File: config.mk
export PLATFORM = sky130hd
export DESIGN_NAME = multicycle_controller_flat
export DESIGN_NICKNAME = d
export VERILOG_FILES = /design/src/rtl/arm_ctrl_pkg.sv /design/src/rtl/multicycle_controller_if.sv /design/src/rtl/cond_logic.sv /design/src/rtl/multicycle_controller.sv /design/src/flat_wrapper.sv
export SDC_FILE = /design/constraint.sdc
export NUM_CORES = 1
export LEC_CHECK = 0
export CORE_MARGIN = 2
export CORE_UTILIZATION = 44
export DETAILED_ROUTE_END_ITERATION = 12
export GPL_TIMING_DRIVEN = 0
export PLACE_DENSITY_LB_ADDON = 0.25
export SYNTH_ARGS = -nofsm -noshare
export SYNTH_HDL_FRONTEND = slang
export SYNTH_HIERARCHICAL = 1
export SYNTH_SLANG_ARGS = --single-unit
File: constraint.sdc
create_clock -name clk -period 2.5 [get_ports clk]
set_input_delay 0.75 -clock clk [delete_from_list [all_inputs] [get_ports clk]]
set_output_delay 0.75 -clock clk [all_outputs]
set_load 0.05 [all_outputs]
File: src/rtl/arm_ctrl_pkg.sv
// Shared encodings for the multicycle ARM control unit: FSM states, mux select
// codes, ALU operations, condition codes and the per-state Moore output decode.
package arm_ctrl_pkg;

  typedef enum logic [3:0] {
    FETCH    = 4'd0,
    DECODE   = 4'd1,
    MEMADR   = 4'd2,
    MEMREAD  = 4'd3,
    MEMWB    = 4'd4,
    MEMWRITE = 4'd5,
    EXECUTER = 4'd6,
    EXECUTEI = 4'd7,
    ALUWB    = 4'd8,
    BRANCH   = 4'd9
  } stateT;

  localparam logic [1:0] ALU_ADD = 2'b00;
  localparam logic [1:0] ALU_SUB = 2'b01;
  localparam logic [1:0] ALU_AND = 2'b10;
  localparam logic [1:0] ALU_ORR = 2'b11;

  localparam logic [1:0] SRCB_REG  = 2'b00;
  localparam logic [1:0] SRCB_IMM  = 2'b01;
  localparam logic [1:0] SRCB_FOUR = 2'b10;

  localparam logic [1:0] RES_ALUOUT    = 2'b00;
  localparam logic [1:0] RES_DATA      = 2'b01;
  localparam logic [1:0] RES_ALURESULT = 2'b10;

  localparam logic [3:0] COND_EQ = 4'b0000;
  localparam logic [3:0] COND_NE = 4'b0001;
  localparam logic [3:0] COND_CS = 4'b0010;
  localparam logic [3:0] COND_CC = 4'b0011;
  localparam logic [3:0] COND_MI = 4'b0100;
  localparam logic [3:0] COND_PL = 4'b0101;
  localparam logic [3:0] COND_VS = 4'b0110;
  localparam logic [3:0] COND_VC = 4'b0111;
  localparam logic [3:0] COND_HI = 4'b1000;
  localparam logic [3:0] COND_LS = 4'b1001;
  localparam logic [3:0] COND_GE = 4'b1010;
  localparam logic [3:0] COND_LT = 4'b1011;
  localparam logic [3:0] COND_GT = 4'b1100;
  localparam logic [3:0] COND_LE = 4'b1101;
  localparam logic [3:0] COND_AL = 4'b1110;
  localparam logic [3:0] COND_NV = 4'b1111;

  typedef struct packed {
    logic       irWrite;
    logic       adrSrc;
    logic       aluSrcA;
    logic [1:0] aluSrcB;
    logic [1:0] resultSrc;
    logic       nextPC;
    logic       regW;
    logic       memW;
    logic       aluOp;
    logic       branch;
  } mooreT;

  function automatic mooreT mooreOut(stateT s);
    mooreT m;
    m = '0;
    case (s)
      FETCH: begin
        m.aluSrcA   = 1'b1;
        m.aluSrcB   = SRCB_FOUR;
        m.resultSrc = RES_ALURESULT;
        m.irWrite   = 1'b1;
        m.nextPC    = 1'b1;
      end
      DECODE: begin
        m.aluSrcA   = 1'b1;
        m.aluSrcB   = SRCB_FOUR;
        m.resultSrc = RES_ALURESULT;
      end
      MEMADR:   m.aluSrcB = SRCB_IMM;
      MEMREAD:  m.adrSrc  = 1'b1;
      MEMWB: begin
        m.resultSrc = RES_DATA;
        m.regW      = 1'b1;
      end
      MEMWRITE: begin
        m.adrSrc = 1'b1;
        m.memW   = 1'b1;
      end
      EXECUTER: begin
        m.aluSrcB = SRCB_REG;
        m.aluOp   = 1'b1;
      end
      EXECUTEI: begin
        m.aluSrcB = SRCB_IMM;
        m.aluOp   = 1'b1;
      end
      ALUWB: begin
        m.resultSrc = RES_ALUOUT;
        m.regW      = 1'b1;
      end
      BRANCH: begin
        m.aluSrcB   = SRCB_IMM;
        m.resultSrc = RES_ALURESULT;
        m.branch    = 1'b1;
      end
      default: m = '0;
    endcase
    return m;
  endfunction

endpackage

File: src/rtl/multicycle_controller_if.sv
// Controller <-> datapath bundle: instruction fields and ALU flags in,
// enables and mux selects out. The controller is the master.
interface multicycle_controller_if;
  logic [3:0] Cond;
  logic [1:0] Op;
  logic [5:0] Funct;
  logic [3:0] Rd;
  logic [3:0] ALUFlags;
  logic       IRWrite;
  logic       AdrSrc;
  logic       MemWrite;
  logic       RegWrite;
  logic       PCWrite;
  logic       ALUSrcA;
  logic [1:0] ALUSrcB;
  logic [1:0] ResultSrc;
  logic [1:0] ALUControl;
  logic [1:0] ImmSrc;
  logic [1:0] RegSrc;

  modport master (
    input  Cond, Op, Funct, Rd, ALUFlags,
    output IRWrite, AdrSrc, MemWrite, RegWrite, PCWrite, ALUSrcA,
           ALUSrcB, ResultSrc, ALUControl, ImmSrc, RegSrc
  );

  modport slave (
    output Cond, Op, Funct, Rd, ALUFlags,
    input  IRWrite, AdrSrc, MemWrite, RegWrite, PCWrite, ALUSrcA,
           ALUSrcB, ResultSrc, ALUControl, ImmSrc, RegSrc
  );
endinterface

File: src/rtl/cond_logic.sv
// NZCV flag register, ARM condition evaluation and gating of the
// architectural write enables by the condition captured in DECODE.
module cond_logic
  import arm_ctrl_pkg::*;
#(
  parameter logic [3:0] FLAG_RST = 4'b0000
) (
  input  logic       clk,
  input  logic       reset,
  input  logic [3:0] cond,
  input  logic [3:0] aluFlags,
  input  logic [1:0] flagW,
  input  logic       captureCond,
  input  logic       nextPC,
  input  logic       pcs,
  input  logic       regW,
  input  logic       noWrite,
  input  logic       memW,
  output logic       pcWrite,
  output logic       regWrite,
  output logic       memWrite
);

  logic [3:0] flags;
  logic       condEx;
  logic       condExR;
  logic       n, z, c, v;

  assign {n, z, c, v} = flags;

  // NOTE: combinational blocks give every output a value on every path, so no latch is inferred.
  always_comb begin
    condEx = 1'b0;
    case (cond)
      COND_EQ: condEx = z;
      COND_NE: condEx = ~z;
      COND_CS: condEx = c;
      COND_CC: condEx = ~c;
      COND_MI: condEx = n;
      COND_PL: condEx = ~n;
      COND_VS: condEx = v;
      COND_VC: condEx = ~v;
      COND_HI: condEx = c & ~z;
      COND_LS: condEx = ~c | z;
      COND_GE: condEx = (n == v);
      COND_LT: condEx = (n != v);
      COND_GT: condEx = ~z & (n == v);
      COND_LE: condEx = z | (n != v);
      COND_AL: condEx = 1'b1;
      COND_NV: condEx = 1'b0;
      default: condEx = 1'b0;
    endcase
  end

  // NOTE: sequential state uses non-blocking assignments only.
  always_ff @(posedge clk) begin
    if (reset) begin
      flags   <= FLAG_RST;
      condExR <= 1'b0;
    end else begin
      if (captureCond) condExR <= condEx;
      if (flagW[1] & condExR) flags[3:2] <= aluFlags[3:2];
      if (flagW[0] & condExR) flags[1:0] <= aluFlags[1:0];
    end
  end

  // Writes are suppressed for the whole reset pulse, even mid-instruction.
  assign pcWrite  = ~reset & (nextPC | (pcs & condExR));
  assign regWrite = ~reset & regW & ~noWrite & condExR;
  assign memWrite = ~reset & memW & condExR;

endmodule

File: src/rtl/multicycle_controller.sv
// Multicycle ARM control unit: Moore main FSM with registered outputs,
// ALU decode, and condition/flag handling in cond_logic.
module multicycle_controller
  import arm_ctrl_pkg::*;
#(
  parameter logic [3:0] FLAG_RST = 4'b0000
) (
  input  logic                           clk,
  input  logic                           reset,
  multicycle_controller_if.master        bus
);

  stateT      state;
  mooreT      mo;
  logic [1:0] cmdCtl;
  logic       cmdKnown;
  logic       cmdArith;
  logic       cmdNoWrite;
  logic       noWrite;
  logic [1:0] flagW;
  logic       pcs;

  function automatic stateT nextState(stateT s, logic [1:0] op, logic [5:0] funct);
    case (s)
      FETCH: return DECODE;
      DECODE: begin
        case (op)
          2'b00:   return funct[5] ? EXECUTEI : EXECUTER;
          2'b01:   return MEMADR;
          2'b10:   return BRANCH;
          default: return FETCH;
        endcase
      end
      MEMADR:             return funct[0] ? MEMREAD : MEMWRITE;
      MEMREAD:            return MEMWB;
      EXECUTER, EXECUTEI: return ALUWB;
      default:            return FETCH;
    endcase
  endfunction

  // Outputs are registered alongside the state by decoding the next state.
  always_ff @(posedge clk) begin
    if (reset) begin
      state <= FETCH;
      mo    <= mooreOut(FETCH);
    end else begin
      state <= nextState(state, bus.Op, bus.Funct);
      mo    <= mooreOut(nextState(state, bus.Op, bus.Funct));
    end
  end

  always_comb begin
    cmdCtl     = ALU_ADD;
    cmdKnown   = 1'b1;
    cmdArith   = 1'b0;
    cmdNoWrite = 1'b0;
    case (bus.Funct[4:1])
      4'b0100: begin cmdCtl = ALU_ADD; cmdArith = 1'b1; end
      4'b0010: begin cmdCtl = ALU_SUB; cmdArith = 1'b1; end
      4'b0000: cmdCtl = ALU_AND;
      4'b1100: cmdCtl = ALU_ORR;
      4'b1010: begin cmdCtl = ALU_SUB; cmdArith = 1'b1; cmdNoWrite = 1'b1; end
      default: begin cmdKnown = 1'b0; cmdNoWrite = 1'b1; end
    endcase
  end

  // NoWrite must still hold in ALUWB, where ALUOp is already low.
  assign noWrite = (bus.Op == 2'b00) & cmdNoWrite;
  assign flagW   = {mo.aluOp & cmdKnown & bus.Funct[0],
                    mo.aluOp & cmdArith & bus.Funct[0]};
  assign pcs     = mo.branch | (mo.regW & (bus.Rd == 4'd15));

  cond_logic #(
    .FLAG_RST (FLAG_RST)
  ) uCondLogic (
    .clk         (clk),
    .reset       (reset),
    .cond        (bus.Cond),
    .aluFlags    (bus.ALUFlags),
    .flagW       (flagW),
    .captureCond (state == DECODE),
    .nextPC      (mo.nextPC),
    .pcs         (pcs),
    .regW        (mo.regW),
    .noWrite     (noWrite),
    .memW        (mo.memW),
    .pcWrite     (bus.PCWrite),
    .regWrite    (bus.RegWrite),
    .memWrite    (bus.MemWrite)
  );

  assign bus.IRWrite    = mo.irWrite & ~reset;
  assign bus.AdrSrc     = mo.adrSrc;
  assign bus.ALUSrcA    = mo.aluSrcA;
  assign bus.ALUSrcB    = mo.aluSrcB;
  assign bus.ResultSrc  = mo.resultSrc;
  assign bus.ALUControl = mo.aluOp ? cmdCtl : ALU_ADD;
  assign bus.ImmSrc     = bus.Op;
  assign bus.RegSrc     = {bus.Op == 2'b01, bus.Op == 2'b10};

endmodule

File: src/flat_wrapper.sv
// flat-port wrapper written by rule: the top's interface ports become plain ports
module multicycle_controller_flat import arm_ctrl_pkg::*;
#(
  parameter logic [3:0] FLAG_RST = 4'b0000
)
  (clk, reset, bus_Cond, bus_Op, bus_Funct, bus_Rd, bus_ALUFlags, bus_IRWrite, bus_AdrSrc, bus_MemWrite, bus_RegWrite, bus_PCWrite, bus_ALUSrcA, bus_ALUSrcB, bus_ResultSrc, bus_ALUControl, bus_ImmSrc, bus_RegSrc);
  multicycle_controller_if bus_i ();
  input  logic clk;
  input  logic reset;
  input wire logic [$bits(bus_i.Cond)-1:0] bus_Cond;
  input wire logic [$bits(bus_i.Op)-1:0] bus_Op;
  input wire logic [$bits(bus_i.Funct)-1:0] bus_Funct;
  input wire logic [$bits(bus_i.Rd)-1:0] bus_Rd;
  input wire logic [$bits(bus_i.ALUFlags)-1:0] bus_ALUFlags;
  output wire logic [$bits(bus_i.IRWrite)-1:0] bus_IRWrite;
  output wire logic [$bits(bus_i.AdrSrc)-1:0] bus_AdrSrc;
  output wire logic [$bits(bus_i.MemWrite)-1:0] bus_MemWrite;
  output wire logic [$bits(bus_i.RegWrite)-1:0] bus_RegWrite;
  output wire logic [$bits(bus_i.PCWrite)-1:0] bus_PCWrite;
  output wire logic [$bits(bus_i.ALUSrcA)-1:0] bus_ALUSrcA;
  output wire logic [$bits(bus_i.ALUSrcB)-1:0] bus_ALUSrcB;
  output wire logic [$bits(bus_i.ResultSrc)-1:0] bus_ResultSrc;
  output wire logic [$bits(bus_i.ALUControl)-1:0] bus_ALUControl;
  output wire logic [$bits(bus_i.ImmSrc)-1:0] bus_ImmSrc;
  output wire logic [$bits(bus_i.RegSrc)-1:0] bus_RegSrc;
  assign bus_i.Cond = bus_Cond;
  assign bus_i.Op = bus_Op;
  assign bus_i.Funct = bus_Funct;
  assign bus_i.Rd = bus_Rd;
  assign bus_i.ALUFlags = bus_ALUFlags;
  assign bus_IRWrite = bus_i.IRWrite;
  assign bus_AdrSrc = bus_i.AdrSrc;
  assign bus_MemWrite = bus_i.MemWrite;
  assign bus_RegWrite = bus_i.RegWrite;
  assign bus_PCWrite = bus_i.PCWrite;
  assign bus_ALUSrcA = bus_i.ALUSrcA;
  assign bus_ALUSrcB = bus_i.ALUSrcB;
  assign bus_ResultSrc = bus_i.ResultSrc;
  assign bus_ALUControl = bus_i.ALUControl;
  assign bus_ImmSrc = bus_i.ImmSrc;
  assign bus_RegSrc = bus_i.RegSrc;
  multicycle_controller #(.FLAG_RST(FLAG_RST)) u_core (.clk(clk), .reset(reset), .bus(bus_i));
endmodule
# ---- Word-level counts from Yosys, hierarchy flattened
# Index checks and enable logic that the tools add are counted.
dict set report classes {
  multipliers 0
  n_div 0
  eq_ne 38
  addsub 0
  shift 0
  reduce_logical 16
  n_mux 20
  bitwise 28
  n_lt_le_gt_ge 0
}
# op count
set ops {}
lappend ops {{4-bit == test, second input constant} 13}
lappend ops {{4-bit by 3-bit == test with 1-bit output, second input constant} 11}
lappend ops {{4-bit by 2-bit == test with 1-bit output, second input constant} 7}
lappend ops {{4-bit one-hot mux with 5 select lines} 1}
lappend ops {{1-bit AND} 18}
lappend ops {{4-bit logical NOT} 4}
lappend ops {{1-bit one-hot mux with 16 select lines} 1}
lappend ops {{4-bit by 1-bit == test with 1-bit output, second input constant} 3}
lappend ops {{4-bit one-hot mux with 3 select lines} 1}
lappend ops {{2-bit OR reduction} 6}
lappend ops {{1-bit two-way mux} 11}
lappend ops {{3-bit OR reduction} 3}
lappend ops {{2-bit one-hot mux with 2 select lines} 2}
lappend ops {{1-bit NOT} 6}
lappend ops {{2-bit one-hot mux with 3 select lines} 1}
lappend ops {{5-bit OR reduction} 1}
lappend ops {{4-bit two-way mux} 1}
lappend ops {{1-bit bitwise OR} 4}
lappend ops {{4-bit OR reduction} 1}
lappend ops {{3-bit two-way mux} 1}
lappend ops {{2-bit by 1-bit == test with 1-bit output, second input constant} 1}
lappend ops {{2-bit == test, second input constant} 1}
lappend ops {{2-bit logical NOT} 1}
lappend ops {{2-bit two-way mux} 1}
lappend ops {{2 further kinds} 2}
dict set report word_totals {
  memories 0
  mem_bits_rw 0
  regBits 20
  mem_bits_ro 0
  out_inout_bits 16
  latch_bits 0
  elab_cells 115
  input_bits 22
}

# ---- Longest topological paths before layout
dict set report depth {
  word_depth 7
  mapped_depth 6
  mapped_depth_nobuf 5
}

# ---- Hierarchy
# Netlist, hierarchy kept.
# mod seq_area_each_um2 cells_each area_each_um2 instances
set modules_own_cells {}
lappend modules_own_cells {multicycle_controller 280.3 74 714.4 1}
lappend modules_own_cells {cond_logic 100.1 49 376.6 1}

# ---- Worst setup path before layout
# OpenSTA, ideal clock, no wires.
dict set report synth_timing {
  path_type {input-to-output}
  from {in bus_Funct[3]}
  to {out bus_RegWrite}
  cell_stages 4
  n_path_buf 1
  required_time_ns 1.750
  arrival_ns 2.989
  setup_slack_ns -1.239
  path_cell_list {clkbuf_1 > mux2_2 > o21a_1 > nor4bb_1}
}
dict set report synth_via {
  elab_chain_len 7
  word_cells_on_any_way 10
  cone_classes {eq/ne: 3; mux: 1; bitwise: 4; reduce/logical: 2}
}
# element line
set synth_lines {}
lappend synth_lines {{start: declaration} flat_wrapper.sv:12} ;# input wire logic [$bits(bus_i.Funct)-1:0] bus_Funct;
lappend synth_lines {{4-bit by 3-bit == test with 1-bit output, or another cell as far along} multicycle_controller.sv:57} ;# case (bus.Funct[4:1])
lappend synth_lines {{4-bit OR reduction (no source line) (*)} --}
lappend synth_lines {{1-bit two-way mux (*)} multicycle_controller.sv:57}
lappend synth_lines {{1-bit AND (*)} multicycle_controller.sv:68} ;# assign noWrite = (bus.Op == 2'b00) & cmdNoWrite;
lappend synth_lines {{via u_core.noWrite} multicycle_controller.sv:19} ;# logic noWrite;
lappend synth_lines {{1-bit NOT (*)} cond_logic.sv:69} ;# assign regWrite = ~reset & regW & ~noWrite & condExR;
lappend synth_lines {{1-bit AND (*) (2 in a row)} cond_logic.sv:69}
lappend synth_lines {{end: declaration} flat_wrapper.sv:18} ;# output wire logic [$bits(bus_i.RegWrite)-1:0] bus_RegWrite;
# The timed path passes the listed nets; every way through them passes the cells marked *.

# ---- Final worst setup path
# Ends and elaborated chain as after synthesis.

==> impl_summary.md <==
Outcome
The run finished, with violations left. The checks that failed: setup timing.

Power and ir drop
The net switching power is 0.000223 W. The worst ir drop on vdd is 451 uV. Per report_power, the combinational group accounts for 30.6% of the total. The internal power is 0.000471 W. Summed over all cells, the static leakage comes to 0.590 nW. The overall power of the completed layout is 0.000693 W.

The proportion of power drawn by flip-flops and latches is 47.2%. Net switching is 32.1% of the power. The share of total power in the clock network is 22.2%. The total power per unit cell area is 457 nW/um2.

Floorplan
The floorplan has 18 rows. The standard cell core area is 2410 um2. The floorplan step defined a die boundary enclosing 2890 um2.

Measured along the x axis, the die boundary spans 53.8 um. 38 I/O pins were placed. The starting density of the core is 45.3%.

The die boundary height is 53.8 um.

Global route
The largest net degree at the start of global routing is 12. The via count of the first global-routing pass is 985. The first global-routing pass estimated 4.02 mm of wire. The initial antenna violation count is 0. Global routing used 19.4% of the available tracks across all layers. The total grt overflow is 0.

Setup path
STA classifies the critical path startpoint as an input port. Broken down by cell family, the worst path's largest delay share belongs to buffers and inverters. The slowest stage of the critical path is the sky130_fd_sc_hd__mux2_4 cell. STA classifies the critical path endpoint as an output port. The largest stage delay on the critical path is 0.29 ns. The signal on the critical path passes through clkbuf_16 > mux2_4 > o21a_1 > nor4bb_4 > buf_6.

The data arrival time of the worst path is 1.83 ns. The critical path data required time is 1.75 ns. The total buffers and inverters traversed by the critical path is 2.

The maximum fanout encountered on the critical timing path is 7. The category of the critical setup timing path is in -> out.

Synth
The combinational family with the most area after synthesis is simple AND/OR/NAND/NOR gates. The number of standard cells after synthesis is 123. The share of the Yosys chip area taken by registers is 34.9%. The netlist area before placement is 1090 um2. Synthesis produced a netlist with a net count of 145. The leading area contributor after synthesis is sky130_fd_sc_hd__dfxtp_1. The count of yosys warnings during synthesis is 6. The share of synthesized area in the top cell type comes to 34.9%.

In the post-synthesis netlist, the biggest area contributors are sky130_fd_sc_hd__dfxtp_1 35%, sky130_fd_sc_hd__a21oi_1 4.1%, sky130_fd_sc_hd__buf_4 4.1%. Of the total synthesized cell area, the portion taken by AND, OR, NAND and NOR gates is 31.5%. The post-synthesis mux area share is 1.95%. After Yosys synthesis, full adders, half adders and majority gates account for 0% of the synthesized area. Counting instances in the post-synthesis netlist gives the leading cell types as 19 x sky130_fd_sc_hd__dfxtp_1, 9 x sky130_fd_sc_hd__a21oi_1, 7 x sky130_fd_sc_hd__nand2_1, 7 x sky130_fd_sc_hd__nor2_1. The average instance in the mapped netlist occupies 8.87 um2. The parity-gate share of the synthesized area counting xor and xnor cells is 4.01%.

Summing the areas of all compound-gate instances in the mapped netlist gives 19.3% of the synthesized area. The number of flops mapped to enable cells by yosys is 0. The number of different library cells used by synthesis comes to 46. The cell with the most instances after synthesis is sky130_fd_sc_hd__dfxtp_1. In the synthesized netlist the dominant register cell turns out to be sky130_fd_sc_hd__dfxtp_1. The count of state elements after synthesis is 19.

The share of synthesized flip-flops with an asynchronous set or reset is 0%.

Finish
After the last flow step, the layout net total stands at 184. The area growth from synthesis to layout is 39.0%. After routing the design area is 1520 um2. The fraction of final layout cells sized beyond drive strength 1 is 24.8%. The layout filler cell count is 212. The antenna diode count is 0. The share of the core filled with cells in the final layout is 62.9%.

STA
The minimum clock period is 2.58 ns. The final count of negative-setup-slack endpoints is 1. The number of pins exceeding their max-slew limit in the final report is 0. The relative slew slack is 66.4%. The peak clock frequency supported by timing is 0.387 GHz. The worst setup skew after layout is 0.00521 ns.

Setup repair after global routing could not meet its margin everywhere. The setup slack of the critical path after layout is -0.0844 ns. The pin slew with the least headroom to its limit is 0.503 ns. The final worst-path cycle share is 103%. The number of hold-slack violations in the final timing report came to 0. The final hold slack is 0.506 ns.

Place
The final RePlAce weighted congestion is 0.850. Summing all placed instances gives a cell area of 1510 um2. Port buffering added 34 buffers. The sum of net half-perimeters after detailed placement is 1.97 mm. The setup slack at placement is -1.15 ns.

Drt
The via count is 1017. The remaining routing DRC violations is 0. The antenna violation net count after detailed routing is 0.

After detailed routing, the average wire length per cell comes to 13.2 um. In the routed layout, each cell is associated on average with a via count of 5.32. The number of violations reported at the end of detailed-routing iteration 0 is 6. The number of iterations in the first detailed-routing pass is 4.

Summed over all layers, the routed wires come to 2.52 mm.

Clock tree
The number of hold-repair buffers added at the cts stage is 0. At the later pin of the worst-skew pair, clock insertion delay measures 0.30 ns. After clock tree synthesis, the clock-pin slew on the worst setup and hold paths is 0.10 ns.

TritonCTS built the clock tree. The maximum clock insertion buffer count is 2. Counting the buffers created by CTS gives 3.

The number of clock sinks is 19. The number of setup buffers added after CTS is 0. In this run the number of H-tree levels came out at 1.

In this run the clock root is driven by a sky130_fd_sc_hd__clkbuf_4.

Hold path
The path class of the tightest hold or removal check is reg -> reg.

Flow run
Across the run, the number of max-cap violations was 0.
[state kept, by name, summed over array words and instances, names as in the netlist]
signal and count:
u_core/mo 5, u_core/state 4, u_core/bus.ALUSrcA 1, u_core/uCondLogic/flags 4, u_core/uCondLogic/condExR 1, u_core/bus.ResultSrc 2, u_core/bus.AdrSrc 1, u_core/bus.ALUSrcB 1
[final timing paths]
path,startpoint,endpoint,slack [ns],cells past startpoint
max,bus_Funct[3],bus_RegWrite,-0.08,5
max reg2reg,u_core/uCondLogic/flags[3]$_SDFFE_PP0P_,u_core/uCondLogic/condExR$_SDFFE_PP0P_,0.84,5
min reg2reg,u_core/uCondLogic/flags[0]$_SDFFE_PP0P_,u_core/uCondLogic/flags[0]$_SDFFE_PP0P_,0.51,2
min,u_core/uCondLogic/flags[0]$_SDFFE_PP0P_,u_core/uCondLogic/flags[0]$_SDFFE_PP0P_,0.51,2
[timing repair]
item | in CTS | in global routing
pin swaps | 6 | 0
setup endpoints to repair | 10 | 5
hold endpoints to repair | 0 | 0
resized for setup | 60 | 4
[through the flow]
step	instances	TNS, ns
final	191	-0.0844
after global routing	191	-0.172
after CTS	191	-0.0917
after detailed placement	187	-7.30
after global placement	187	-7.09
after floorplan	123	-0.305
[cell type report]
class	count	area, um2	area share (%)
Clock buffer	3	22.5	1.49
Sequential cell	19	380	25.1
Tap cell	30	37.5	2.48
Multi-Input combinational cell	89	653	43.1
Inverter	3	11.3	0.743
Timing Repair Buffer	34	304	20.0
Clock inverter	1	5.00	0.330
Buffer	12	103	6.77
[tightest hold or removal path: cells and delay by family, from the launching register on]
| kind | cells | cell delay, ns |
|---|---|---|
| compound gates | 1 | 0.06 |
| flops | 1 | 0.35 |
| simple gates | 1 | 0.06 |
[layout by cell type, fill, tap and decap left out, types with 2 or more instances in the layout]
master,n
sky130_fd_sc_hd__a211oi_1,2
sky130_fd_sc_hd__nand2b_1,4
sky130_fd_sc_hd__nor2b_1,3
sky130_fd_sc_hd__a21oi_1,7
sky130_fd_sc_hd__a21oi_2,2
sky130_fd_sc_hd__a21o_1,2
sky130_fd_sc_hd__and3b_1,3
sky130_fd_sc_hd__xor2_1,3
sky130_fd_sc_hd__clkbuf_2,3
sky130_fd_sc_hd__nand3b_1,2
sky130_fd_sc_hd__nand2_1,7
sky130_fd_sc_hd__nor2_1,7
sky130_fd_sc_hd__dlygate4sd2_1,6
sky130_fd_sc_hd__inv_1,3
sky130_fd_sc_hd__nand3_1,5
sky130_fd_sc_hd__clkbuf_4,4
sky130_fd_sc_hd__nor3b_1,3
sky130_fd_sc_hd__clkdlybuf4s15_2,3
sky130_fd_sc_hd__clkdlybuf4s50_1,15
sky130_fd_sc_hd__o21bai_1,2
sky130_fd_sc_hd__nor3_1,5
sky130_fd_sc_hd__buf_6,3
sky130_fd_sc_hd__buf_2,6
sky130_fd_sc_hd__xnor2_1,2
sky130_fd_sc_hd__and2_1,2
sky130_fd_sc_hd__o21ai_0,3
sky130_fd_sc_hd__dfxtp_1,19
sky130_fd_sc_hd__buf_4,6
[logic make-up after synthesis]
family                    Yosys count
AOI/OAI and AO/OA                  29
xor gates and xnor gates            5
buffers and inverters              15
DFF                                19
muxes                               2
and+or+nand+nor                    53
[per-layer routing]
metal  wire, um  GRT usage (%)
met1       1040           19.8
met2       1350           37.4
met3        113           5.83
met4         24           5.13
met5          0              0
[power by group through the flow]
stage	logic [W]	registers, W	clock network, W
2_1_floorplan	0.000129	0.000343	0
3_3_place_gp	0.000213	0.000334	0
3_5_place_dp	0.000218	0.000334	0
4_1_cts	0.000214	0.000327	0.000163
5_1_grt	0.000227	0.000330	0.000178
6_report	0.000212	0.000327	0.000154
Power figures use the tool's default switching activity.
